<file path="config.mk">
export PLATFORM = sky130hd
export DESIGN_NAME = operand_fetch
export DESIGN_NICKNAME = d
export VERILOG_FILES = /design/src/rtl/operand_fetch_pkg.sv /design/src/rtl/operand_fetch_reg_file.sv /design/src/rtl/operand_fetch.sv
export SDC_FILE = /design/constraint.sdc
export NUM_CORES = 2
export LEC_CHECK = 0
export CORE_MARGIN = 5
export CORE_UTILIZATION = 45
export DETAILED_ROUTE_END_ITERATION = 10
export PLACE_DENSITY = 0.75
export SKIP_LAST_GASP = 1
export SYNTH_ARGS = -nofsm -noshare
export SYNTH_HDL_FRONTEND = slang
export SYNTH_SLANG_ARGS = --single-unit
</file>
<file path="constraint.sdc">
create_clock -name id_clk -period 20.5 [get_ports id_clk]
set_input_delay 2.05 -clock id_clk [delete_from_list [all_inputs] [get_ports id_clk]]
set_output_delay 2.05 -clock id_clk [all_outputs]
set_load 0.02 [all_outputs]
</file>
<file path="src/rtl/operand_fetch_pkg.sv">
// Shared widths, defaults and the operand bundle type for the operand-fetch stage.
// R15 has no storage: it always reads as the instruction PC plus a fixed offset.
package operand_fetch_pkg;

    localparam int WORD          = 32;
    localparam int REG_ADDR      = 4;
    localparam int DEF_NUM_REGS  = 16;
    localparam int DEF_PEND_W    = 2;
    localparam int DEF_PC_OFFSET = 8;
    localparam int PC_IDX        = 15;

    typedef logic [WORD-1:0]     word_t;
    typedef logic [REG_ADDR-1:0] raddr_t;

    typedef struct packed {
        word_t  rn_data;
        word_t  rm_data;
        raddr_t rd_addr;
        logic   rd_write;
        word_t  pc;
    } op_bundle_t;

    function automatic logic is_pc(input raddr_t a);
        return a == raddr_t'(PC_IDX);
    endfunction

endpackage

</file>
<file path="src/rtl/operand_fetch_reg_file.sv">
// Architectural register file: one write port, two combinational read ports with
// same-cycle write-back bypass and the R15 = PC + offset substitution.
module reg_file
    import operand_fetch_pkg::*;
#(
    parameter int NUM_REGS  = DEF_NUM_REGS,
    parameter int PC_OFFSET = DEF_PC_OFFSET
) (
    input  logic   clk_i,
    input  logic   rst_i,
    input  logic   wb_write_i,
    input  raddr_t wb_addr_i,
    input  word_t  wb_data_i,
    input  word_t  pc_i,
    input  raddr_t ra_addr_i,
    input  raddr_t rb_addr_i,
    output word_t  ra_data_o,
    output word_t  rb_data_o
);

    word_t regs_q [NUM_REGS-1];
    word_t pc_read;
    logic  wb_valid;

    assign pc_read  = pc_i + word_t'(PC_OFFSET);
    assign wb_valid = wb_write_i && !is_pc(wb_addr_i);

    always_ff @(posedge clk_i or posedge rst_i) begin
        if (rst_i) begin
            for (int i = 0; i < NUM_REGS - 1; i++) begin
                regs_q[i] <= '0;
            end
        end else if (wb_valid) begin
            regs_q[wb_addr_i] <= wb_data_i;
        end
    end

    always_comb begin
        ra_data_o = '0;
        if (is_pc(ra_addr_i)) begin
            ra_data_o = pc_read;
        end else if (wb_valid && wb_addr_i == ra_addr_i) begin
            ra_data_o = wb_data_i;
        end else begin
            ra_data_o = regs_q[ra_addr_i];
        end
    end

    always_comb begin
        rb_data_o = '0;
        if (is_pc(rb_addr_i)) begin
            rb_data_o = pc_read;
        end else if (wb_valid && wb_addr_i == rb_addr_i) begin
            rb_data_o = wb_data_i;
        end else begin
            rb_data_o = regs_q[rb_addr_i];
        end
    end

endmodule

</file>
<file path="src/rtl/operand_fetch.sv">
// Operand fetch stage: register read, per-register pending-write scoreboard with RAW
// stall, and a valid/ready output register feeding execute.
module operand_fetch
    import operand_fetch_pkg::*;
#(
    parameter int NUM_REGS  = DEF_NUM_REGS,
    parameter int PEND_W    = DEF_PEND_W,
    parameter int PC_OFFSET = DEF_PC_OFFSET
) (
    input  logic   id_clk,
    input  logic   reset,
    input  logic   in_valid,
    output logic   in_ready,
    input  raddr_t rn_addr,
    input  raddr_t rm_addr,
    input  raddr_t rd_addr,
    input  logic   rd_write,
    input  word_t  pc_in,
    input  logic   wb_write,
    input  raddr_t wb_addr,
    input  word_t  wb_data,
    output logic   out_valid,
    input  logic   out_ready,
    output word_t  rn_data,
    output word_t  rm_data,
    output raddr_t rd_addr_out,
    output logic   rd_write_out,
    output word_t  pc_out
);

    localparam logic [PEND_W-1:0] PEND_MAX = '1;
    localparam logic [PEND_W-1:0] PEND_ONE = {{(PEND_W-1){1'b0}}, 1'b1};

    logic [PEND_W-1:0] pend_q [NUM_REGS];
    logic [PEND_W-1:0] pend_d [NUM_REGS];
    op_bundle_t        op_q, op_d;
    logic              out_valid_q;

    word_t rn_rd, rm_rd;
    logic  busy_n, busy_m, dest_full, stall, capture;

    reg_file #(
        .NUM_REGS  (NUM_REGS),
        .PC_OFFSET (PC_OFFSET)
    ) u_reg_file (
        .clk_i      (id_clk),
        .rst_i      (reset),
        .wb_write_i (wb_write),
        .wb_addr_i  (wb_addr),
        .wb_data_i  (wb_data),
        .pc_i       (pc_in),
        .ra_addr_i  (rn_addr),
        .rb_addr_i  (rm_addr),
        .ra_data_o  (rn_rd),
        .rb_data_o  (rm_rd)
    );

    // A source whose last outstanding write is retiring this cycle is served by the bypass.
    always_comb begin
        busy_n = !is_pc(rn_addr) && (pend_q[rn_addr] != '0)
                 && !((pend_q[rn_addr] == PEND_ONE) && wb_write && (wb_addr == rn_addr));
        busy_m = !is_pc(rm_addr) && (pend_q[rm_addr] != '0)
                 && !((pend_q[rm_addr] == PEND_ONE) && wb_write && (wb_addr == rm_addr));
        dest_full = rd_write && !is_pc(rd_addr) && (pend_q[rd_addr] == PEND_MAX)
                    && !(wb_write && (wb_addr == rd_addr));
        stall    = in_valid && (busy_n || busy_m || dest_full);
        in_ready = (!out_valid_q || out_ready) && !stall;
        capture  = in_valid && in_ready;
    end

    always_comb begin
        op_d.rn_data  = rn_rd;
        op_d.rm_data  = rm_rd;
        op_d.rd_addr  = rd_addr;
        op_d.rd_write = rd_write;
        op_d.pc       = pc_in;
    end

    always_comb begin
        logic inc, dec;
        inc = 1'b0;
        dec = 1'b0;
        for (int r = 0; r < NUM_REGS; r++) begin
            pend_d[r] = pend_q[r];
            inc = capture && rd_write && (rd_addr == raddr_t'(r)) && (r != PC_IDX);
            dec = wb_write && (wb_addr == raddr_t'(r)) && (pend_q[r] != '0) && (r != PC_IDX);
            if (inc && !dec) begin
                pend_d[r] = pend_q[r] + PEND_ONE;
            end else if (dec && !inc) begin
                pend_d[r] = pend_q[r] - PEND_ONE;
            end
        end
    end

    always_ff @(posedge id_clk or posedge reset) begin
        if (reset) begin
            for (int r = 0; r < NUM_REGS; r++) begin
                pend_q[r] <= '0;
            end
            op_q        <= '0;
            out_valid_q <= 1'b0;
        end else begin
            for (int r = 0; r < NUM_REGS; r++) begin
                pend_q[r] <= pend_d[r];
            end
            if (capture) begin
                op_q        <= op_d;
                out_valid_q <= 1'b1;
            end else if (out_ready) begin
                out_valid_q <= 1'b0;
            end
        end
    end

    assign out_valid    = out_valid_q;
    assign rn_data      = op_q.rn_data;
    assign rm_data      = op_q.rm_data;
    assign rd_addr_out  = op_q.rd_addr;
    assign rd_write_out = op_q.rd_write;
    assign pc_out       = op_q.pc;

endmodule

</file>
==> results.env <==
WORST-R2R-CELL-COUNT=8
FLOORPLAN.CORE_AREA_UM2=73200
DIE-AREA_UM2=79500
ENDPOINT_KIND='output port'
CLOCKROOTBUFFER='sky130_fd_sc_hd__clkbuf_16'
DRT_WL_TOTAL_UM=99800
CLOCK_PATH_BUFFERS=3
DETAIL_ROUTE.FIRST_PASS.ITERATIONS=7
FINAL_UTIL_PCT=52.2
OUTCOME='finished, final reports clean'
RELSLEWSLACK_PCT=14.8
MEAN_AREA_PER_SYNTHESIZED_CELL_UM2=13.4
TIMING.SETUP.TNS_NS=0
SYNTH-WARNING-COUNT=0
REPORT.FINAL.SETUP_VIOL=0
MAXCAPVIOLCOUNT=0
SYNTH_ENABLE_FLOP_CELLS=0
POST-SYNTH-TOP-AREA-CELL='sky130_fd_sc_hd__dfrtp_1'
TRITONCTS.NUM_BUFFERS=61
MAPPEDNETLISTNETS=2590
TRITONCTS='done'
GRT_PASS1_VIAS=24100
MAX_STAGE_DELAY_NS=0.81
FINISH.CELL_COUNT_WITHOUT_FILLERS=3572
CTS_HOLD_BUFFERS=0
FINAL_MIN_PERIOD_OVER_CLOCK_PERIOD_PCT=38.4
CP_MAX_FO=62
FP-ROW-COUNT=99
DP.CELLS=3455
LAUNCHING_ELEMENT_OF_THE_WORST_SETUP_PATH='rn_addr[1]'
SETUP.REG_TO_REG.WORST_SLACK_NS=16.62
IO_PINS=189
DETAIL_ROUTE.ITER0.VIOLATIONS=2273
TIMING.RR.END='rn_data[20]'
YS_SEQ_ELEMENTS=612
ASYNC_RESET_FF_SHARE_PCT=100
MIN-DELAY-PATH-CLASS='flop to flop'
CTSHTREEMAXLEVEL=2
TOTAL_LEAKAGE_POWER_nW=15.9
NETLIST_TOP_CELLS_COUNT='sky130_fd_sc_hd__dfrtp_1, sky130_fd_sc_hd__mux2_2, sky130_fd_sc_hd__mux4_2'
REPORT.FINAL.SLEW_VIOL_COUNT=0
YOSYS.CELL_TYPES.COUNT=53
TIGHTESTPINTRANSITION_NS=1.27
CP_NUM_CELLS=9
STARTING_DENSITY_OF_THE_CORE_PCT=45.5
FP.DIEH_UM=282
VIA_COUNT=23000
CTS_RESIZED=0
DRIVE_ABOVE_1_SHARE_PCT=37.4
POWERDENSITY_nW_PER_UM2=115
GP_ROUTABILITY_CONGESTION=0.865
CTS.SINKS=612
CLKLATENCYLATEPIN_NS=0.65
SYNTH.MOST_COMMON_CELL='sky130_fd_sc_hd__dfrtp_1'
MAX_FREQ_GHz=0.127
CLKTRANSATPATHREGS_NS=0.06
ANT_NETS=0
FINALNETCOUNT=2661
PIN_COUNT_OF_THE_BIGGEST_NET_ENTERING_GLOBAL_ROUTING=200
CTS.REPAIR_TIMING.SETUP_BUFFER_COUNT=0
CRIT_PATH_TOP_DELAY_CELL='sky130_fd_sc_hd__buf_4'
GLOBAL_ROUTE_WIRE_LENGTH_BEFORE_REPAIR_UM=151000
FINCLKSKEW_NS=0.0262
RSZ_0062_RAISED_AFTER_GLOBAL_ROUTING='false'
CRITICAL_PATH.REG2REG.STARTPOINT='pend_q[31]'
SYNTH_TOP_FLOP_CELL='sky130_fd_sc_hd__dfrtp_1'
POSTSYNTHCELLCOUNT=2488
SYN-CELL-AREA_UM2=33300
DETAILEDPLACEMENTHPWL_UM=59200
GRT_UTIL_ALL_LAYERS_PCT=24.8
REQUIRED_NS=18.45
GR-TOTAL-OVERFLOW=0
ENDPOINT='in_ready'
SYNTH.YOSYS.SEQ_AREA_SHARE_PCT=46.0
DIEWIDTH_UM=282
GRT_ANTENNA_BEFORE_REPAIR=12
WORSTPATHBUFFERINVERTERCOUNT=3
AREA_GROWTH_PCT=14.8
VIAS_PER_CELL=6.43
PORTBUFFERS=188
IR_DROP_V=0.0000757
TOP_CELL_FAMILY_BY_DELAY_ON_THE_CRITICAL_PATH='buffers and inverters'
SYNTH_TOP_AREA_SHARE_PCT=46.0
DRC=0
ROUTE.DETAILED.WL_PER_INST_UM=27.9
FINALCRITICALPERIOD_NS=7.88
HOLD_VIOLATIONS=0
SYNTH_TOP_CELLS_BY_AREA='sky130_fd_sc_hd__dfrtp_1, sky130_fd_sc_hd__mux2_2, sky130_fd_sc_hd__mux4_2'
TIMING.CRITICAL_PATH.ARRIVAL_NS=5.83
CP-START-KIND='input port'
CRITICAL_PATH_CLASS='input port to output port'
CRIT_PATH_CELL_TRACE='buf_6 > buf_4 > mux4_2 > a211oi_1 > o21ai_0 > a22oi_2 > nand2_1 > a21boi_0 > clkdlybuf4s50_1'
[registers in the layout, indices dropped and copies added (netlist names)]
signal / cells
pc_out: 32
rn_data: 32
rm_data: 32
rd_addr_out: 4
rd_write_out: 1
pend_q: 30
u_reg_file.regs_q: 480
out_valid: 1
[routing by layer]
layer	vias up	track usage, %	part of all wire (%)
met5	-	0	0.10
met4	10	11.3	5.3
met3	323	6.63	9.7
met2	1218	39.3	47
met1	11900	32.2	38
li1	9479	-	-
[cell usage in the layout, fill, tap and decap left out, drive strengths merged, types with 18 or more instances in the layout]
| cell type | n |
|---|---|
| clkdlybuf4s50 | 180 |
| a21oi | 36 |
| a31oi | 19 |
| buf | 53 |
| xnor2 | 33 |
| mux2 | 573 |
| xor2 | 51 |
| o22ai | 29 |
| o21ai | 89 |
| nor2 | 104 |
| clkbuf | 84 |
| mux2i | 141 |
| nand2 | 116 |
| nor2b | 18 |
| dfrtp | 612 |
| mux4 | 216 |
| a22oi | 37 |
| o211ai | 26 |
[final cells by class]
| class | count | area, um^2 |
|---|---|---|
| Clock buffer | 84 | 1740 |
| Inverter | 13 | 56.3 |
| Clock inverter | 31 | 584 |
| Multi-Input combinational cell | 1638 | 17100 |
| Antenna cell | 2 | 5.00 |
| Timing Repair Buffer | 233 | 2220 |
| Tap cell | 959 | 1200 |
| Sequential cell | 612 | 15300 |
| Fill cell | 5936 | 35000 |
[cells by family after synthesis]
family	Yosys count	synth area share, %
simple gates	323	4.50
fa+ha+maj	16	0.601
buf+inv	238	3.01
xor+xnor	84	2.21
compound gates	285	5.44
mux	930	38.2
flops	612	46.0
[report_power, final]
part,total (W),switching (W),internal [W]
Clock,0.00129,0.000497,0.000796
Sequential,0.00183,0.000277,0.00155
Combinational,0.00126,0.000549,0.000712
[per-stage QoR]
stage | area [um^2] | total power [W] | worst slack [ns] | hold WS [ns]
6_report | 38200 | 0.00438 | 12.62 | 0.505
5_1_grt | 38200 | 0.00457 | 12.50 | 0.521
3_3_place_gp | 35900 | 0.00302 | 12.73 | 0.486
3_5_place_dp | 35900 | 0.00310 | 12.69 | 0.492
4_1_cts | 38200 | 0.00439 | 12.69 | 0.506
2_1_floorplan | 33300 | 0.00261 | 1.31 | 0.488
[worst min-delay path by stage]
stage | start | to | slack, ns | depth (start not counted)
3_3_place_gp | pc_out[20] | pc_out[20] | 0.49 | 1
5_1_grt | rm_data[29] | rm_data[29] | 0.52 | 1
2_1_floorplan | pend_q[21] | pend_q[21] | 0.49 | 1
4_1_cts | pc_out[26] | pc_out[26] | 0.51 | 1
3_5_place_dp | pc_out[26] | pc_out[26] | 0.49 | 1
6_report | pc_out[26] | pc_out[26] | 0.51 | 1
No activity file was read; power rests on OpenSTA's default activity.
